### config.mk
export PLATFORM = sky130hd
export DESIGN_NAME = pipelined_barrel_shifter_flat
export DESIGN_NICKNAME = d
export VERILOG_FILES = /design/src/rtl/pipelined_barrel_shifter_if.sv /design/src/rtl/pipelined_barrel_shifter.sv /design/src/flat_wrapper.sv
export SDC_FILE = /design/constraint.sdc
export NUM_CORES = 1
export LEC_CHECK = 0
export CAP_MARGIN = 20
export CORE_UTILIZATION = 45
export CTS_CLUSTER_SIZE = 16
export DETAILED_ROUTE_END_ITERATION = 16
export PLACE_DENSITY = 0.68
export SYNTH_ARGS = -nofsm -noshare
export SYNTH_HDL_FRONTEND = slang
export SYNTH_SLANG_ARGS = --single-unit
export TNS_END_PERCENT = 20
### constraint.sdc
create_clock -name clk -period 1.5 [get_ports clk]
set_input_delay 0.3 -clock clk [delete_from_list [all_inputs] [get_ports clk]]
set_output_delay 0.3 -clock clk [all_outputs]
set_load 0.05 [all_outputs]
### src/rtl/pipelined_barrel_shifter_if.sv
// Handshake bundle for pipelined_barrel_shifter.
// master = the side that feeds operands and consumes results.
// slave  = the shifter itself.
interface pipelined_barrel_shifter_if #(
  parameter int WIDTH = 10,
  parameter int SHW   = $clog2(WIDTH)
);
  logic             in_valid;
  logic             in_ready;
  logic [WIDTH-1:0] A;
  logic [SHW-1:0]   amt;
  logic [1:0]       mode;
  logic             out_valid;
  logic             out_ready;
  logic [WIDTH:0]   out;

  modport master (
    output in_valid, A, amt, mode, out_ready,
    input  in_ready, out_valid, out
  );

  modport slave (
    input  in_valid, A, amt, mode, out_ready,
    output in_ready, out_valid, out
  );
endinterface

### src/rtl/pipelined_barrel_shifter.sv
// Pipelined barrel shifter: one registered stage per shift-amount bit.
// Stage k shifts by 2^k when amt[k] is set.
// The result leaves as {carry, data}.
// Modes: 00 SLL, 01 SRL, 10 SRA, 11 ROL.
// Optional macro BSHIFT_ROTATE_EN enables the rotate datapath.
// Without it, mode 11 behaves exactly like SLL.
module pipelined_barrel_shifter #(
  parameter int WIDTH = 10,
  parameter int SHW   = $clog2(WIDTH)
) (
  input logic clk,
  input logic rst,
  pipelined_barrel_shifter_if.slave bus
);

  typedef enum logic [1:0] {
    MODE_SLL = 2'b00,
    MODE_SRL = 2'b01,
    MODE_SRA = 2'b10,
    MODE_ROL = 2'b11
  } mode_e;

  // One shift step by a fixed distance n.
  // The value is widened by one bit so that the last bit shifted out
  // lands in a fixed position.
  function automatic logic [WIDTH:0] stageShift(
    input logic [WIDTH-1:0] d,
    input logic [1:0]       m,
    input int               n
  );
    logic [WIDTH:0] extL;
    logic [WIDTH:0] extR;
    logic [WIDTH:0] extA;
    logic [WIDTH:0] res;
`ifdef BSHIFT_ROTATE_EN
    logic [WIDTH-1:0] rot;
`endif
    extL = {1'b0, d} << n;
    extR = {d, 1'b0} >> n;
    extA = $signed({d, 1'b0}) >>> n;
    res  = extL;
`ifdef BSHIFT_ROTATE_EN
    rot  = (d << (n % WIDTH)) | (d >> (WIDTH - (n % WIDTH)));
`endif
    case (m)
      MODE_SRL: res = {extR[0], extR[WIDTH:1]};
      MODE_SRA: res = {extA[0], extA[WIDTH:1]};
`ifdef BSHIFT_ROTATE_EN
      MODE_ROL: res = {rot[0], rot};
`endif
      default:  res = extL;
    endcase
    return res;
  endfunction

  logic [SHW-1:0]   stValid;
  logic [WIDTH-1:0] stData  [SHW];
  logic [SHW-1:0]   stCarry;
  logic [SHW-1:0]   stAmt   [SHW];
  logic [1:0]       stMode  [SHW];

  logic [SHW:0]     stReady;

  logic [SHW-1:0]   nxtValid;
  logic [WIDTH-1:0] nxtData [SHW];
  logic [SHW-1:0]   nxtCarry;
  logic [SHW-1:0]   nxtAmt  [SHW];
  logic [1:0]       nxtMode [SHW];

  // A stage may load when it is empty or when some stage between it and
  // the output is empty (or the output is being taken).
  // Written without a self-referencing chain, so in_ready never depends on in_valid.
  always_comb begin
    stReady = '0;
    for (int k = 0; k <= SHW; k++) begin
      stReady[k] = bus.out_ready;
      for (int j = k; j < SHW; j++) begin
        if (!stValid[j]) stReady[k] = 1'b1;
      end
    end
  end

  // Next value for every stage.
  // The stage input is either the bus (stage 0) or the previous register.
  // That input is shifted when its amt bit for this stage is set.
  always_comb begin
    logic [WIDTH:0] sh;
    nxtValid = '0;
    nxtCarry = '0;
    for (int k = 0; k < SHW; k++) begin
      nxtData[k] = '0;
      nxtAmt[k]  = '0;
      nxtMode[k] = '0;
    end

    nxtValid[0] = bus.in_valid;
    nxtAmt[0]   = bus.amt;
    nxtMode[0]  = bus.mode;
    sh = stageShift(bus.A, bus.mode, 1);
    if (bus.amt[0]) begin
      nxtData[0]  = sh[WIDTH-1:0];
      nxtCarry[0] = sh[WIDTH];
    end else begin
      nxtData[0]  = bus.A;
      nxtCarry[0] = 1'b0;
    end

    for (int k = 1; k < SHW; k++) begin
      nxtValid[k] = stValid[k-1];
      nxtAmt[k]   = stAmt[k-1];
      nxtMode[k]  = stMode[k-1];
      sh = stageShift(stData[k-1], stMode[k-1], 1 << k);
      if (stAmt[k-1][k]) begin
        nxtData[k]  = sh[WIDTH-1:0];
        nxtCarry[k] = sh[WIDTH];
      end else begin
        nxtData[k]  = stData[k-1];
        nxtCarry[k] = stCarry[k-1];
      end
    end
  end

  // Stage registers.
  // Reset clears all of them.
  // Otherwise each stage loads only while its ready is high, which holds
  // stalled data in place and squeezes out bubbles.
  always_ff @(posedge clk or negedge rst) begin
    if (!rst) begin
      stValid <= '0;
      stCarry <= '0;
      for (int k = 0; k < SHW; k++) begin
        stData[k] <= '0;
        stAmt[k]  <= '0;
        stMode[k] <= '0;
      end
    end else begin
      for (int k = 0; k < SHW; k++) begin
        if (stReady[k]) begin
          stValid[k] <= nxtValid[k];
          stData[k]  <= nxtData[k];
          stCarry[k] <= nxtCarry[k];
          stAmt[k]   <= nxtAmt[k];
          stMode[k]  <= nxtMode[k];
        end
      end
    end
  end

  assign bus.in_ready  = stReady[0];
  assign bus.out_valid = stValid[SHW-1];
  assign bus.out       = {stCarry[SHW-1], stData[SHW-1]};

endmodule

### src/flat_wrapper.sv
// flat-port wrapper written by rule: the top's interface ports become plain ports
module pipelined_barrel_shifter_flat 
#(
  parameter int WIDTH = 10,
  parameter int SHW   = $clog2(WIDTH)
)
  (clk, rst, bus_in_valid, bus_A, bus_amt, bus_mode, bus_out_ready, bus_in_ready, bus_out_valid, bus_out);
  pipelined_barrel_shifter_if #(.WIDTH(WIDTH), .SHW(SHW)) bus_i ();
  input logic clk;
  input logic rst;
  input wire logic [$bits(bus_i.in_valid)-1:0] bus_in_valid;
  input wire logic [$bits(bus_i.A)-1:0] bus_A;
  input wire logic [$bits(bus_i.amt)-1:0] bus_amt;
  input wire logic [$bits(bus_i.mode)-1:0] bus_mode;
  input wire logic [$bits(bus_i.out_ready)-1:0] bus_out_ready;
  output wire logic [$bits(bus_i.in_ready)-1:0] bus_in_ready;
  output wire logic [$bits(bus_i.out_valid)-1:0] bus_out_valid;
  output wire logic [$bits(bus_i.out)-1:0] bus_out;
  assign bus_i.in_valid = bus_in_valid;
  assign bus_i.A = bus_A;
  assign bus_i.amt = bus_amt;
  assign bus_i.mode = bus_mode;
  assign bus_i.out_ready = bus_out_ready;
  assign bus_in_ready = bus_i.in_ready;
  assign bus_out_valid = bus_i.out_valid;
  assign bus_out = bus_i.out;
  pipelined_barrel_shifter #(.WIDTH(WIDTH), .SHW(SHW)) u_core (.clk(clk), .rst(rst), .bus(bus_i));
endmodule
# After elaboration in Yosys (flattened, before gate mapping)
# Index checks and enable logic that the tools add are counted.
# word_totals
inputBits	20
register_bits	66
elab_cells	48
# op_classes
n_eq_ne	8
mux	22
# op_table
operator	n
$pmux W11 S2	4
$mux W10	4
$mux W1	14
$eq A2 B1 Y1 const B	4
$eq A2 B2 Y1 const B	4

# Longest topological paths before layout
# Gate-level depths: netlist of the first run.
# depth
depth_word	4
ltp_mapped	6
mapped_depth_nobuf	5

# Least setup slack after synthesis of the first run
# Ideal clock, no wire load.
# synth_path
path_type	reg2out
from	register u_core.stValid[3]
to	output port bus_in_ready
stages_incl_launch_ff	5
arrival_ps	1287
path_slack_ps	-87
required_time_ps	1200
path_cell_list	dfrtp_1 nand4b_4 nor2_4 inv_2 buf_6
# synth_via
elab_chain_cells	1
# synth_lines
item	line	rtl
start, declared	pipelined_barrel_shifter.sv:56	logic [SHW-1:0] stValid;
start signal, assigned by index	pipelined_barrel_shifter.sv:139	stValid[k] <= nxtValid[k];
$mux W1	pipelined_barrel_shifter.sv:78	if (!stValid[j]) stReady[k] = 1'b1;
end, declared	flat_wrapper.sv:16	output wire logic [$bits(bus_i.in_ready)-1:0] bus_in_ready;
# Every way passes these cells.

# Worst setup path after layout of the first run
# layout_path
from	register u_core.stValid[2]
to	output port bus_in_ready
# layout_via
elab_chain_cells	2
# layout_lines
item	line
$mux W1 (2 in a row)	pipelined_barrel_shifter.sv:78
# Every way passes these cells.

==> results of run 1 <==
==> layout make-up <==
| type | count | area, um2 |
|---|---|---|
| Clock buffer | 15 | 176 |
| Multi-Input combinational cell | 215 | 1460 |
| Inverter | 15 | 58.8 |
| Sequential cell | 60 | 1510 |
| Fill cell | 597 | 2730 |
| Timing Repair Buffer | 61 | 696 |
| Clock inverter | 1 | 30.0 |
| Tap cell | 80 | 100 |
==> layer usage <==
metal  GRT usage [%]  vias to the layer above
li1                -                     1240
met1            21.4                     1154
met2            33.9                       61
met3            4.18                       12
met4            8.48                        0
met5               0                        -
==> cells by family after synthesis <==
| logic type | after synthesis | share of synthesized area [%] |
|---|---|---|
| AO/OA/AOI/OAI | 107 | 22.7 |
| AND/OR/NAND/NOR | 95 | 16.2 |
| flip-flops | 60 | 48.0 |
| buffers and inverters | 47 | 7.73 |
| adder cells (fa/ha/maj) | 8 | 3.20 |
| multiplexers | 5 | 2.16 |
==> stage by stage <==
step	std cells	hold slack [ns]
detailed placement	426	0.327
global route	447	0.447
floorplan	322	0.00441
global placement	426	0.324
finish	447	0.420
CTS	447	0.489
==> layout by cell type, fill, tap and decap left out, types with 2 or more instances in the layout <==
master / count
o21ai_0: 35
nor2b_2: 2
o2bb2ai_1: 6
nor3_1: 9
o22a_1: 7
nand4b_1: 3
dfrtp_1: 57
buf_12: 15
a221oi_2: 5
nor2_1: 11
clkbuf_1: 3
ha_1: 7
clkbuf_8: 12
a32oi_1: 2
o21ai_1: 6
dfrtp_2: 3
a21oi_1: 6
buf_4: 25
a31oi_1: 18
a221oi_1: 6
a22oi_1: 7
mux2_4: 3
nor2b_1: 14
nand3_1: 13
mux2_2: 2
nand2_1: 27
inv_1: 12
clkinv_1: 2
nand3b_1: 2
o211a_1: 4
nand2b_1: 5
clkdlybuf4s50_1: 16
==> report_power, final <==
| part | leakage [nW] | internal [mW] | total, mW | switching [mW] |
|---|---|---|---|---|
| Combinational | 0.927 | 1.09 | 2.17 | 1.08 |
| Clock | 0.104 | 0.907 | 1.49 | 0.580 |
| Sequential | 0.720 | 2.01 | 2.39 | 0.383 |
==> tightest hold or removal path: cells and delay by family <==
kind | cells | cell delay (ns)
compound gates | 1 | 0.07
buf+inv | 3 | 0.33
==> path summary, 6_finish.rpt <==
check,end,from,cells after the start
max,bus_in_ready,u_core.stValid[2],4
min,u_core.nxtMode[5],bus_mode[1],4
max reg2reg,u_core.stData[26],u_core.nxtMode[4],5
min reg2reg,u_core.stData[15],u_core.stData[15],1
max in group asynchronous,u_core.stValid[0],rst,3
min in group asynchronous,u_core.stCarry[3],rst,3
==> registers in the layout, summed over array words and instances (netlist names) <==
register,cells
u_core.bus.out,10
u_core.nxtAmt,6
u_core.nxtMode,6
u_core.stCarry,4
u_core.stData,30
u_core.stValid,4
==> what timing repair did <==
item / in CTS / in global routing
resized for setup: 7 / 23
pin swaps: 2 / 2
cloned: 1 / 0
hold endpoints to repair: 60 / 0
endpoints found under the setup margin: 11 / 30
hold buffers: 1 / 0
setup buffers: 3 / 0
==> flow_summary_export.csv, run 1 <==
group,metric,value,unit
clock_network,cts.sinks,60,
yosys,synthesized_netlist_net_count,350,
placement,port-buffer-count,32,
clock_network,cts_max_level,3,
yosys,syn-instance-count,322,
yosys,synth_common_cells,"dfrtp_1 (60), o21ai_0 (41), nand2_1 (28)",
yosys,count_of_flip_flops_with_a_built_in_enable_after_synthesis,0,
layout,post_synthesis_to_final_layout_area_growth,28.9,%
clock_network,worstSkewPairLatency,0.33,ns
floorplan,die-width,85.3,um
yosys,synth-async-reset-ratio,100,%
yosys,synth_top_cells_by_area,"dfrtp_1 (48%), o21ai_0 (6.6%), a31oi_1 (3.8%)",
critical_path,path_delay_family,"flip-flops",
critical_path,critPathRequiredTime,1.20,ns
drt,finalWirelength,6190,um
timing,post-route-min-period,1.49,ns
drt,topRoutingLayerUsed,"met4",
drt,drt_wl_cell,13.8,um
clock_network,number_of_cts_inserted_buffers,9,
timing,max_clock_freq,672,MHz
yosys,combined_area_of_all_synthesized_cells,3130,um2
critical_path,reg2reg_slack,0.06,ns
drt,wl_met1,2660,um
timing,tightest_slew,0.317,ns
layout,finalInstanceArea,4030,um2
clock_network,tritoncts,"yes",
drt,final_ant_viol_nets,0,
drt,dr_wl_met2,3210,um
global_routing,globalRouteTotalUtil,18.8,%
critical_path,crit_path_top_delay_cell,"dfrtp_2",
yosys,synth_warnings,0,
clock_network,clock_path_buffers,2,
critical_path,worst-endpoint-arrival,1.19,ns
floorplan,std_cell_rows,30,
critical_path,worst-path-max-fanout,4,
timing,hold_violations,0,
outcome,outcome,"completed",
critical_path,timing.critical_path.buf_inv,2,
yosys,count_leader_synth,"dfrtp_1",
yosys,flip_flop_and_latch_count_after_synthesis,60,
critical_path,worstSetupPathType,"reg -> out",
placement,pre_cts_slack,-0.387,ns
power,vdd.ir_drop.worst,0.000463,V
drt,detailedRoute.firstIterationViolations,136,
timing,finClkSkew,0.00657,ns
timing,setup_viol_count_final,0,
placement,dpl_hpwl,4560,um
global_routing,grt_first_pass_wirelength,10700,um
critical_path,worst_path_largest_cell_delay,0.41,ns
yosys,dominantRegCellSynth,"dfrtp_1",
floorplan,pin_count,33,
critical_path,start_kind,"flop",
timing,setup_tns,0,ns
timing,grt_setup_unrepaired,"true",
timing,slew_headroom,78.9,%
yosys,synth-seq-area-share,48.0,%
floorplan,dieArea,7280,um2
yosys,synth_area_leader_cell,"dfrtp_1",
floorplan,core_area,6760,um2
clock_network,path_clk_slew,0.07,ns
drt,routed-via-count,2467,
critical_path,setup.worst_path.end_class,"primary output",
layout,final_core_utilization,59.6,%
global_routing,globalRoute.totalOverflow,0,
clock_network,root_buffer,"clkbuf_8",
critical_path,crit_chain,"nand4b_4, nor2_4, inv_4, buf_12",
global_routing,grt_start_max_net_pins,61,
power,leakage,1.75,nW
global_routing,grt_pass1_vias,2373,
floorplan,chipHeight,85.3,um
timing,slew_violations,0,
layout,drive_above_1_share,22.6,%
floorplan,floorplan.initialDensity,46.3,%
global_routing,antenna_found_initial,0,
drt,detail_route.vias_per_cell,5.52,
power,power.total,6.05,mW
yosys,yosys.cell_types.count,39,
drt,met3WireLength,210,um
yosys,synthDominantCellAreaShare,48.0,%
drt,drc,0,
run,drv.max_cap_violation_count,0,
placement,dpl-instance-area,3690,um2
layout,layout.nets,390,
worst_hold_path,hold_path_class,"in -> reg",
drt,drtPass1Iterations,4,
placement,finalWeightedCongestion,0.880,
timing,post-route-worst-setup-slack,0.0111,ns
timing,finalCritPeriodShare,99.3,%
power,cellPowerDensity,1500,nW/um2
yosys,syn_area_per_cell,9.71,um2
layout,antenna_cells,0,
(Power assumes the default switching activity.)
==> inputs of run 2 (changes only) <==
- DONT_BUFFER_PORTS: unset -> 1
- GPL_ROUTABILITY_DRIVEN: unset -> 0
- PLACE_DENSITY: 0.68 -> 0.62
==> run 2 against run 1 <==
Compared with the run above:
- routed wire length grew 6.6%
- register-to-register slack lost 0.05 ns
- hold slack lost 0.77 ns
- sequential share of layout area grew 4.4 points
- the run now ends with negative hold slack, negative setup slack left
- global-route usage grew 0.87 points
- design area shrank 11%
- die area is the same
- clock power grew 9%
- non-clock buffer count shrank 35
==> flow_summary_export.csv, run 2 (synthesis results as in run 1) <==
group,metric,value,unit
clock_network,cts.sinks,60,
floorplan,dieArea,7280,um2
timing,finClkSkew,0.0124,ns
global_routing,grt_pass1_vias,2428,
clock_network,root_buffer,"clkbuf_8",
placement,dp_cells,389,
clock_network,tritoncts,"yes",
clock_network,path_clk_slew,0.07,ns
outcome,outcome,"finished with violations",
layout,largest_reg_flops,30,
timing,tightest_slew,0.479,ns
layout,regMostFlops,"u_core.stData",
clock_network,clock_path_buffers,2,
critical_path,crit_path_top_delay_cell,"dfrtp_2",
layout,mostFrequentLayoutCell,"dfrtp_1",
drt,drc,0,
critical_path,path_delay_family,"flip-flops",
timing,post-route-min-period,1.52,ns
layout,finalNonFillerCells,413,
global_routing,grt_start_max_net_pins,61,
layout,layout.nets,356,
layout,ff_latch_area,1500,um2
timing,slew_violations,0,
layout,n_fill_cell,622,
drt,detail_route.vias_per_cell,5.73,
floorplan,chipHeight,85.3,um
critical_path,worst_path_largest_cell_delay,0.40,ns
drt,finalWirelength,6600,um
floorplan,pin_count,33,
clock_network,number_of_cts_inserted_buffers,9,
power,vdd.ir_drop.worst,0.000667,V
floorplan,core_area,6760,um2
timing,hold_violations,60,
layout,multiInputGateArea,1500,um2
global_routing,grt_first_pass_wirelength,11100,um
global_routing,antenna_found_initial,0,
layout,final_cell_mix,"dfrtp_1 (59), o21ai_0 (37), nand2_1 (27)",
global_routing,globalRouteTotalUtil,19.7,%
timing,max_clock_freq,657,MHz
power,leakage,1.54,nW
drt,drt_wl_cell,16.0,um
clock_network,worstSkewPairLatency,0.34,ns
timing,setup_viol_count_final,1,
critical_path,worstSetupPathType,"reg -> out",
timing,hold_ws,-0.351,ns
power,power.total,5.68,mW
critical_path,timing.rr.start,"u_core.nxtMode[5]",
drt,final_ant_viol_nets,0,
critical_path,start_kind,"flop",
critical_path,setup.worst_path.end_class,"primary output",
drt,routed-via-count,2367,
clock_network,cts_max_level,3,
critical_path,worst-endpoint-arrival,1.22,ns
floorplan,die-width,85.3,um
timing,finalCritPeriodShare,101,%
placement,dpl_hpwl,4540,um
timing,slew_headroom,68.1,%
drt,detailedRoute.firstIterationViolations,155,
timing,grt_setup_unrepaired,"true",
drt,drtPass1Iterations,4,
power,cellPowerDensity,1580,nW/um2
critical_path,critPathRequiredTime,1.20,ns
layout,post_synthesis_to_final_layout_area_growth,15.1,%
floorplan,floorplan.initialDensity,46.3,%
layout,antenna_cells,0,
critical_path,worst_setup_path_startpoint,"u_core.stValid[3]",
global_routing,globalRoute.totalOverflow,0,
floorplan,std_cell_rows,30,
worst_hold_path,hold_path_class,"in -> async",
critical_path,worst-path-max-fanout,2,
run,drv.max_cap_violation_count,0,
placement,pre_cts_slack,-0.00418,ns
critical_path,crit_chain,"nand4b_4, nor2_4, inv_6, buf_12",
critical_path,timing.critical_path.buf_inv,2,
timing,post-route-worst-setup-slack,-0.0224,ns
layout,drive_above_1_share,20.1,%
outcome,violations,"negative hold slack, negative setup slack",
placement,port-buffer-count,0,
## run 2: final timing paths
kind	end	slack, ns	cells after the start
max	bus_in_ready	-0.02	4
min	u_core.stValid[3]	-0.35	0
max reg2reg	u_core.stData[26]	0.01	5
min reg2reg	u_core.nxtAmt[7]	0.47	2
max in group asynchronous	u_core.stData[32]	1.76	0
min in group clk	u_core.stValid[0]	0.08	1
## run 2: power by group
group | internal [mW] | switching [mW]
logic | 0.683 | 0.663
clock network | 0.982 | 0.638
registers | 2.00 | 0.715
## run 2: per-stage QoR
step	util, %	instance area, um2	setup TNS, ns
floorplan	-	3130	0
global placement	47.3	3200	0
detailed placement	47.3	3200	-0.00418
CTS	51.3	3470	-0.0504
global route	53.3	3600	-0.109
finish	53.3	3600	-0.0224
## run 2: per-layer routing
layer  track usage [%]  vias to the layer above  routed length [um]
met5                 0                        -                   0
met4              10.3                        0                 127
met3              3.31                       10                 204
met2              33.6                       55                3400
met1              24.1                     1129                2870
li1                  -                     1173                   -
## run 2: final cells by class
class | count | share of cell area (%)
clock buffers | 12 | 4.03
clock inverters | 4 | 2.05
inverters | 15 | 1.70
multi-input cells | 216 | 41.7
flip-flops and latches | 60 | 41.8
well taps | 80 | 2.78
repair buffers | 26 | 5.98
## run 2: repair_timing
action                                  CTS  global route
endpoints found under the setup margin    4            26
pin swaps                                 2             2
setup buffers                             5             2
cloned                                    0             1
gates resized for setup                   4            23
hold endpoints to repair                 60            60
==> inputs of run 3 (changes only) <==
- GPL_ROUTABILITY_DRIVEN: 0 -> unset
==> results of run 3 <==
Same layout as run 2: the final DEF is identical, and so are final timing and power.
